File: src/rtl/loader_pkg.sv
// Shared definitions for the instruction-memory boot loader: frame field sizes
// and the loader state encoding.
package loader_pkg;

   localparam int LEN_BYTES  = 2;
   localparam int WORD_BYTES = 4;

   typedef enum logic [2:0] {
      ST_IDLE,
      ST_LEN0,
      ST_LEN1,
      ST_DATA,
      ST_CSUM,
      ST_DONE
   } state_t;

endpackage

File: src/rtl/word_assembler.sv
// Packs little-endian stream bytes into 32-bit words; word_ready pulses for one
// cycle with the completed word on the cycle after its fourth byte.
module word_assembler
   import loader_pkg::*;
(
   input  logic        clk,
   input  logic        rst,
   input  logic        clear,
   input  logic        byte_en,
   input  logic [7:0]  byte_in,
   output logic        last_lane,
   output logic [31:0] word,
   output logic        word_ready
);

   logic [1:0]  lane;
   logic [23:0] partial;

   assign last_lane = (lane == 2'(WORD_BYTES - 1));

   always_ff @(posedge clk or negedge rst) begin
      if (!rst) begin
         lane       <= '0;
         partial    <= '0;
         word       <= '0;
         word_ready <= 1'b0;
      end else begin
         // NOTE: non-blocking assignments keep every register sampling the
         // pre-edge values, so lane and partial update coherently.
         word_ready <= 1'b0;
         if (clear) begin
            lane <= '0;
         end else if (byte_en) begin
            lane <= lane + 2'd1;
            if (last_lane) begin
               word       <= {byte_in, partial};
               word_ready <= 1'b1;
            end else begin
               partial[8*lane +: 8] <= byte_in;
            end
         end
      end
   end

endmodule

File: src/rtl/inst_mem_loader.sv
// Boot-time instruction-memory writer: parses a length/data/checksum byte frame,
// writes each assembled word and holds the CPU in reset while loading.
module inst_mem_loader
   import loader_pkg::*;
#(
   parameter int unsigned           ADDR_W    = 32,
   parameter logic [ADDR_W-1:0]     BASE_ADDR = '0
) (
   input  logic              clk,
   input  logic              rst,
   input  logic              Start,
   input  logic [7:0]        ByteIn,
   input  logic              ByteValid,
   output logic              ByteReady,
   output logic              WrEn,
   output logic [ADDR_W-1:0] WrAddr,
   output logic [31:0]       WrData,
   output logic              CpuHold,
   output logic              Busy,
   output logic              Done,
   output logic              Error
);

   localparam int CNT_W = 8 * LEN_BYTES;

   state_t             state;
   logic [7:0]         len_lo;
   logic [7:0]         acc;
   logic [CNT_W-1:0]   words_left;
   logic [ADDR_W-1:0]  addr;
   logic               xfer;
   logic               start_ok;
   logic               data_xfer;
   logic               last_lane;
   logic               word_ready;
   logic [31:0]        word;
   logic [CNT_W-1:0]   len_word;

   assign ByteReady = (state == ST_LEN0) || (state == ST_LEN1) ||
                      (state == ST_DATA) || (state == ST_CSUM);
   assign Busy      = ByteReady;
   assign CpuHold   = Busy;
   assign xfer      = ByteValid & ByteReady;
   assign start_ok  = Start & ((state == ST_IDLE) || (state == ST_DONE));
   assign data_xfer = xfer & (state == ST_DATA);
   assign len_word  = {ByteIn, len_lo};

   assign WrEn   = word_ready;
   assign WrData = word;
   assign WrAddr = addr;

   word_assembler u_asm (
      .clk        (clk),
      .rst        (rst),
      .clear      (start_ok),
      .byte_en    (data_xfer),
      .byte_in    (ByteIn),
      .last_lane  (last_lane),
      .word       (word),
      .word_ready (word_ready)
   );

   always_ff @(posedge clk or negedge rst) begin
      if (!rst) begin
         state      <= ST_IDLE;
         len_lo     <= '0;
         acc        <= '0;
         words_left <= '0;
         addr       <= BASE_ADDR;
         Done       <= 1'b0;
         Error      <= 1'b0;
      end else begin
         Done <= 1'b0;
         // The address steps in the same cycle its word is presented on WrAddr.
         if (word_ready)
            addr <= addr + ADDR_W'(WORD_BYTES);

         case (state)
            ST_IDLE, ST_DONE: begin
               if (Start) begin
                  state <= ST_LEN0;
                  Error <= 1'b0;
                  acc   <= '0;
                  addr  <= BASE_ADDR;
               end
            end
            ST_LEN0: begin
               if (xfer) begin
                  len_lo <= ByteIn;
                  acc    <= acc ^ ByteIn;
                  state  <= ST_LEN1;
               end
            end
            ST_LEN1: begin
               if (xfer) begin
                  acc        <= acc ^ ByteIn;
                  words_left <= len_word;
                  state      <= (len_word == '0) ? ST_CSUM : ST_DATA;
               end
            end
            ST_DATA: begin
               if (xfer) begin
                  acc <= acc ^ ByteIn;
                  if (last_lane) begin
                     words_left <= words_left - CNT_W'(1);
                     if (words_left == CNT_W'(1))
                        state <= ST_CSUM;
                  end
               end
            end
            ST_CSUM: begin
               if (xfer) begin
                  Error <= (ByteIn != acc);
                  Done  <= 1'b1;
                  state <= ST_DONE;
               end
            end
            default: state <= ST_IDLE;
         endcase
      end
   end

endmodule

File: config.mk
export PLATFORM = sky130hd
export DESIGN_NAME = inst_mem_loader
export DESIGN_NICKNAME = d
export VERILOG_FILES = /design/src/rtl/loader_pkg.sv /design/src/rtl/word_assembler.sv /design/src/rtl/inst_mem_loader.sv
export SDC_FILE = /design/constraint.sdc
export NUM_CORES = 1
export LEC_CHECK = 0
export BUFFER_PORTS_ARGS = -buffer_cell sky130_fd_sc_hd__buf_2
export CAP_MARGIN = 20
export CORE_AREA = 3 3 129 131
export CTS_BUF_LIST = sky130_fd_sc_hd__clkbuf_4
export CTS_CLUSTER_DIAMETER = 150
export DETAILED_ROUTE_END_ITERATION = 8
export DIE_AREA = 0 0 132 134
export HOLD_SLACK_MARGIN = 0.02
export PLACE_DENSITY = 0.54
export SLEW_MARGIN = 15
export SYNTH_ARGS = -nofsm -noshare
export SYNTH_HDL_FRONTEND = slang
export SYNTH_SLANG_ARGS = --single-unit
File: constraint.sdc
create_clock -name clk -period 2.48 [get_ports clk]
set_clock_uncertainty 0.1 [all_clocks]
set_input_delay 0.744 -clock clk [delete_from_list [all_inputs] [get_ports clk]]
set_output_delay 0.744 -clock clk [all_outputs]
set_load 0.01 [all_outputs]
==> run metrics, run 1 <==
clock root buffer master=clkbuf_4; Max Freq=0.424 GHz; total track usage=0.183; Worst path slowest cell=dfrtp_2; share of layout cells above drive strength 1=0.237; H-tree depth=4; fin crit share=0.950; clock share of power=0.221; # hold bufs at CTS=0; Routed WL per cell=16.8 µm; Starting DRT DRC Count=289; FFs w/ async S/R, synth=1.00; area leader, netlist=dfrtp_1; Sink Count=126; Seq/Total Area, Yosys=0.509; total negative slack=0 ps; Worst setup SP type=flop; dpl hpwl=10600 µm; Post-Synthesis Cells=633; EDFF count, synth=0; Max Cap Viol=0; worst skew pair latency=520 ps; Tot Pwr=7.02 mW; RSZ-0062 raised after global routing=no; Crit path arrival time=1510 ps; Inserted Clock Buffers=17; DRC=0; Routability Congestion=0.859; grt ovf=0; Mapped Avg Cell Area=9.79 µm²; Final Net Count=734; top-count cell post-synth=dfrtp_1; ANT nets after route=0; delay of the slowest critical-path stage=530 ps; post-synth top area share=0.509; # fillers=1533; LEAKAGE=3.14 nW; chip width=132 µm; Seq cells post-synth=126; Layout area overhead=16.6%; worst-margin pin slew=627 ps; drt first pass iters=5; fin crit period=2360 ps; largest net degree at the start of global routing=77; PwrDens=970 mW/mm²; worst-path cell chain=xnor2_2 -> buf_2; Crit Path Category=reg2out; CP Capture Type=output port; core area=0.0157 mm²; Net Switching=2.55 mW; Mapped Area=0.00620 mm²; first-pass GRT wire length=26100 µm; vias in the first global route=4959; Port-buffer cells=79; Vias/cell=5.44; DR vias=5122; TritonCTS clock tree=yes; clk buf depth=2; Final setup viols=0; outcome=completed; Fin. Hold Viols=0; Sw Share=0.364; Reg power frac=0.468; Clock Pin Slew Worst Setup and Hold Paths=110 ps; crit path max fanout=15; P_int=4.46 mW; Distinct cells, synth=62; Site Rows=46; Die Span Y=134 µm; worst min-delay path class=in2async; max_slew headroom=0.578; die area=0.0177 mm²; Final Slew Violations=0; Initial Utilization=0.395; Critical Path RT=1640 ps; largest cells by area after synthesis=dfrtp_1 51%, o21ai_0 5.1%, mux2_2 3.1%, nand3_1 3.1%, a21oi_1 2.8%; Gate power share=0.311; Post-synth top flop=dfrtp_1; Synth top cells by count=126 x dfrtp_1, 63 x o21ai_0, 44 x nand2_1; Yosys warning total=0; initial antenna violation count=1; Ports=82; Routed WL=15800 µm; Peak VDD IR=0.465 mV
[final timing paths]
kind,cells past startpoint,end,start,slack [ps]
worst max register to register,6,words_left[10]$_DFFE_PN0P_,words_left[0]$_DFFE_PN0P_,410
worst max-delay path,2,ByteReady,state[2]$_DFFE_PN0P_,120
min in group clk,2,u_asm.word[10]$_DFFE_PN0P_,u_asm.word[10]$_DFFE_PN0P_,380
max in group asynchronous,2,len_lo[7]$_DFFE_PN0P_,rst,1790
worst min register to register,2,u_asm.word[10]$_DFFE_PN0P_,u_asm.word[10]$_DFFE_PN0P_,380
worst min-delay path,2,u_asm.partial[7]$_DFFE_PN0P_,rst,110
[stage by stage]
step / utilization / instances / hold WS (ps) / worst slack, ps / instance area (µm²)
after floorplan: - / 634 / 348 / 301 / 6200
after global placement: 0.439 / 908 / 362 / 255 / 6900
after detailed placement: 0.439 / 908 / 366 / 180 / 6900
after CTS: 0.459 / 938 / 66.7 / 45.6 / 7210
after global routing: 0.460 / 942 / 61.3 / 2.10 / 7230
final: 0.460 / 942 / 106 / 124 / 7230
[layer usage]
layer / share of wire / up-vias / wire length, µm / GRT usage
met2: 0.48 / 121 / 7600 / 0.290
met4: 0.013 / 0 / 212 / 0.0554
li1: - / 2452 / - / -
met5: 0 / - / 0 / 0
met3: 0.044 / 14 / 694 / 0.0465
met1: 0.46 / 2535 / 7280 / 0.249
[what timing repair did]
action / in CTS / in global routing
endpoints found under the setup margin: 3 / 3
setup buffers: 0 / 3
gates resized for setup: 4 / 0
[sequential cells by signal (all words and copies together) (netlist names)]
signal,count
u_asm.word_ready,1
Error,1
WrAddr,30
u_asm.word,32
acc,8
words_left,16
u_asm.lane,2
state,3
Done,1
u_asm.partial,24
len_lo,8
[area by class of cell]
type                            instances  area (µm²)  area share
Multi-Input combinational cell        427        2730       0.378
Inverter                               36         135      0.0187
Sequential cell                       126        3160       0.436
Clock inverter                         13         171      0.0237
Timing Repair Buffer                  106         636      0.0879
Antenna cell                            1        2.50    0.000346
Tap cell                              216         270      0.0374
Clock buffer                           17         128      0.0177
[critical path: cells and delay by family (launching register included)]
kind | cells | cell delay, ps
DFF | 1 | 530
buffers and inverters | 1 | 180
xor gates and xnor gates | 1 | 270
[logic make-up after synthesis]
logic type | count (synthesis) | share of synthesized area
XOR/XNOR | 22 | 0.0311
AND/OR/NAND/NOR | 215 | 0.197
adder cells (fa/ha/maj) | 8 | 0.0161
AO/OA/AOI/OAI | 162 | 0.160
flip-flops | 126 | 0.509
other | 1 | 0.000605
multiplexers | 18 | 0.0325
buffers and inverters | 81 | 0.0541
[cells in the final DEF (no fill, tap or decap), types with 3 or more instances in the layout]
cell,Yosys,final
a21oi_1,35,35
a22o_1,8,8
a2bb2oi_1,7,7
a31oi_1,3,3
and2_1,3,3
and3_1,4,4
and4_1,4,4
buf_12,0,3
buf_2,9,78
buf_4,5,24
bufinv_16,0,4
clkbuf_4,0,17
clkinv_2,0,4
dfrtp_1,126,124
ha_1,8,8
inv_1,36,36
mux2_2,17,17
nand2_1,44,44
nand2b_1,5,5
nand3_1,38,37
nand4_1,21,21
nand4b_1,3,3
nor2_1,33,31
nor2b_1,8,8
nor3_1,5,5
nor3b_1,3,3
nor3b_2,4,4
nor4_1,9,9
o21a_1,3,3
o21ai_0,63,63
o22ai_1,15,15
o31ai_1,12,12
or3_1,6,6
or4_1,13,13
xnor2_1,14,13
xor2_1,8,8
[power groups by stage]
stage               Sequential [mW]  Combinational, mW  Clock, mW
floorplan                      3.36               1.23          0
global placement               3.29               2.14          0
detailed placement             3.32               2.20          0
CTS                            3.28               2.21       1.60
global route                   3.38               2.45       1.70
finish                         3.28               2.18       1.55
Note: power is estimated with default switching activity, not from simulation.
==> run 2, diff against run 1 <==
--- a/config.mk
+++ b/config.mk
@@ -5,15 +5,17 @@
 export SDC_FILE = /design/constraint.sdc
 export NUM_CORES = 1
 export LEC_CHECK = 0
+export ABC_AREA = 1
 export BUFFER_PORTS_ARGS = -buffer_cell sky130_fd_sc_hd__buf_2
 export CAP_MARGIN = 20
-export CORE_AREA = 3 3 129 131
+export CORE_AREA = 3 3 132 134
 export CTS_BUF_LIST = sky130_fd_sc_hd__clkbuf_4
 export CTS_CLUSTER_DIAMETER = 150
 export DETAILED_ROUTE_END_ITERATION = 8
-export DIE_AREA = 0 0 132 134
+export DIE_AREA = 0 0 135 137
 export HOLD_SLACK_MARGIN = 0.02
 export PLACE_DENSITY = 0.54
+export SETUP_SLACK_MARGIN = 0.5
 export SLEW_MARGIN = 15
 export SYNTH_ARGS = -nofsm -noshare
 export SYNTH_HDL_FRONTEND = slang
==> run 2 against run 1 <==
Compared with the run above:
- core utilization increased by 2.7 points
- register-to-register slack better by 200 ps
- synthesized area increased by 4.8%
- cell count up 27%
- first-iteration DRC count rose by 24%
- combinational power grew 58%
- clock power barely moved
- fmax grew 3.7%
- cell area increased by 10%
- sequential power fell by 4%
==> run metrics, run 2 <==
PwrDens=1020 mW/mm²; total negative slack=0 ps; crit path max fanout=3; grt ovf=0; Routability Congestion=0.833; Worst path slowest cell=dfrtp_2; Synth top cells by count=188 x nand2_1, 126 x dfrtp_1, 106 x inv_1, 106 x nor2_1, 62 x o21ai_0; dpl hpwl=11400 µm; Largest Register=u_asm.word; Mapped Avg Cell Area=7.93 µm²; drt first pass iters=7; final instance area=0.00799 mm²; DRC=0; core area=0.0164 mm²; Crit path arrival time=1430 ps; Initial Utilization=0.396; first-pass GRT wire length=27000 µm; fin crit period=2270 ps; fin crit share=0.916; post-synth top area share=0.485; area leader, netlist=dfrtp_1; Ports=82; Site Rows=47; Sink Count=126; WHS=393 ps; max reg flops=32; Tot Pwr=8.13 mW; Post-Synthesis Cells=819; Placed Area=0.00712 mm²; Final Slew Violations=0; utilization after layout=0.487; Max Cap Viol=0; CP Capture Type=output port; Starting DRT DRC Count=358; delay of the slowest critical-path stage=430 ps; Peak VDD IR=0.538 mV; Routed WL=16600 µm; most common cell after layout, fill and taps aside=nand2_1; Clock Pin Slew Worst Setup and Hold Paths=110 ps; LEAKAGE=4.03 nW; Mapped Area=0.00649 mm²; clk buf depth=2; die area=0.0185 mm²; Seq cells post-synth=126; Yosys warning total=0; Critical Path RT=1640 ps; largest cells by area after synthesis=dfrtp_1 49%, nand2_1 11%, inv_1 6.1%, nor2_1 6.1%, o21ai_0 4.8%; vias in the first global route=5255; worst min-delay path class=reg2reg; # fillers=1633; Routed WL per cell=13.9 µm; ANT nets after route=0; RSZ-0062 raised after global routing=yes; Post-synth top flop=dfrtp_1; Vias/cell=4.73; Inst Count DP=1108; commonest cells after routing, fill and taps aside=185 x nand2_1, 120 x dfrtp_1, 104 x inv_1; setup ws final=208 ps; total track usage=0.184; worst-margin pin slew=521 ps; H-tree depth=4; outcome=completed; Worst setup SP type=flop; FFs w/ async S/R, synth=1.00; Layout area overhead=23.0%; Final Net Count=981; Seq/Total Area, Yosys=0.485; Final setup viols=0; largest net degree at the start of global routing=46; Max Freq=0.440 GHz; Fin. Hold Viols=0; clock root buffer master=clkbuf_4; Crit Path Category=reg2out; DR vias=5663; Port-buffer cells=79; initial antenna violation count=1; worst skew pair latency=530 ps; chip width=135 µm; Die Span Y=137 µm; Setup WS pre-CTS=452 ps; top-count cell post-synth=nand2_1; Distinct cells, synth=32; Final Non-Filler Cells=1198; share of layout cells above drive strength 1=0.235; worst-path cell chain=inv_2 -> nand2_4 -> nor2_4 -> inv_2 -> nand2_4 -> buf_6; max_slew headroom=0.651; EDFF count, synth=0; TritonCTS clock tree=yes; Inserted Clock Buffers=17
-- run 2: repair_timing --
| action | in CTS | in global routing |
|---|---|---|
| setup endpoints to repair | 43 | 95 |
| setup buffers | 38 | 14 |
| pin swaps | 2 | 4 |
| hold buffers | 1 | 0 |
| resized for setup | 17 | 17 |
| endpoints found under the hold margin | 24 | 0 |
| cloned | 0 | 1 |
-- run 2: cell families after synthesis --
| group | Yosys count | share of synthesized area |
|---|---|---|
| AOI/OAI and AO/OA | 131 | 0.114 |
| xor gates and xnor gates | 15 | 0.0202 |
| adders and majority gates | 8 | 0.0154 |
| buffers and inverters | 137 | 0.0954 |
| DFF | 126 | 0.485 |
| other | 1 | 0.000577 |
| and+or+nand+nor | 401 | 0.269 |
-- run 2: critical path: cells and delay by family (launching register included) --
family	cells	cell delay, ps
buffers and inverters	3	240
DFF	1	430
and+or+nand+nor	3	250
-- run 2: power by group --
group / leakage (nW) / switching (mW) / total [mW] / internal, mW
logic: 2.23 / 2.08 / 3.45 / 1.36
registers: 1.65 / 0.433 / 3.15 / 2.72
clock network: 0.149 / 0.823 / 1.53 / 0.710
-- run 2: final timing paths --
path | from | slack [ps] | cells after the start | endpoint
hold reg to reg | u_asm.word[11]$_DFFE_PN0P_ | 390 | 2 | u_asm.word[11]$_DFFE_PN0P_
max in group asynchronous | rst | 1160 | 3 | u_asm.word[13]$_DFFE_PN0P_
hold / removal | u_asm.word[11]$_DFFE_PN0P_ | 390 | 2 | u_asm.word[11]$_DFFE_PN0P_
setup / recovery | state[0]$_DFFE_PN0P_ | 210 | 6 | Busy
min in group asynchronous | rst | 550 | 2 | words_left[12]$_DFFE_PN0P_
setup reg to reg | state[0]$_DFFE_PN0P_ | 610 | 10 | state[1]$_DFFE_PN0P_
-- run 2: cell type report --
cell class	count	area [µm²]	share of cell area
clock inverters	13	164	0.0205
well taps	220	275	0.0345
flip-flops and latches	126	3160	0.396
multi-input cells	558	2780	0.348
repair buffers	145	1040	0.130
clock buffers	18	135	0.0169
diodes	5	12.5	0.00157
inverters	113	427	0.0534
-- run 2: routing by layer --
| layer | GRT usage | part of all wire | vias to the layer above |
|---|---|---|---|
| li1 | - | - | 2908 |
| met4 | 0.0448 | 0.0065 | 0 |
| met1 | 0.267 | 0.49 | 2638 |
| met3 | 0.0382 | 0.040 | 8 |
| met5 | 0 | 0 | - |
| met2 | 0.285 | 0.46 | 109 |
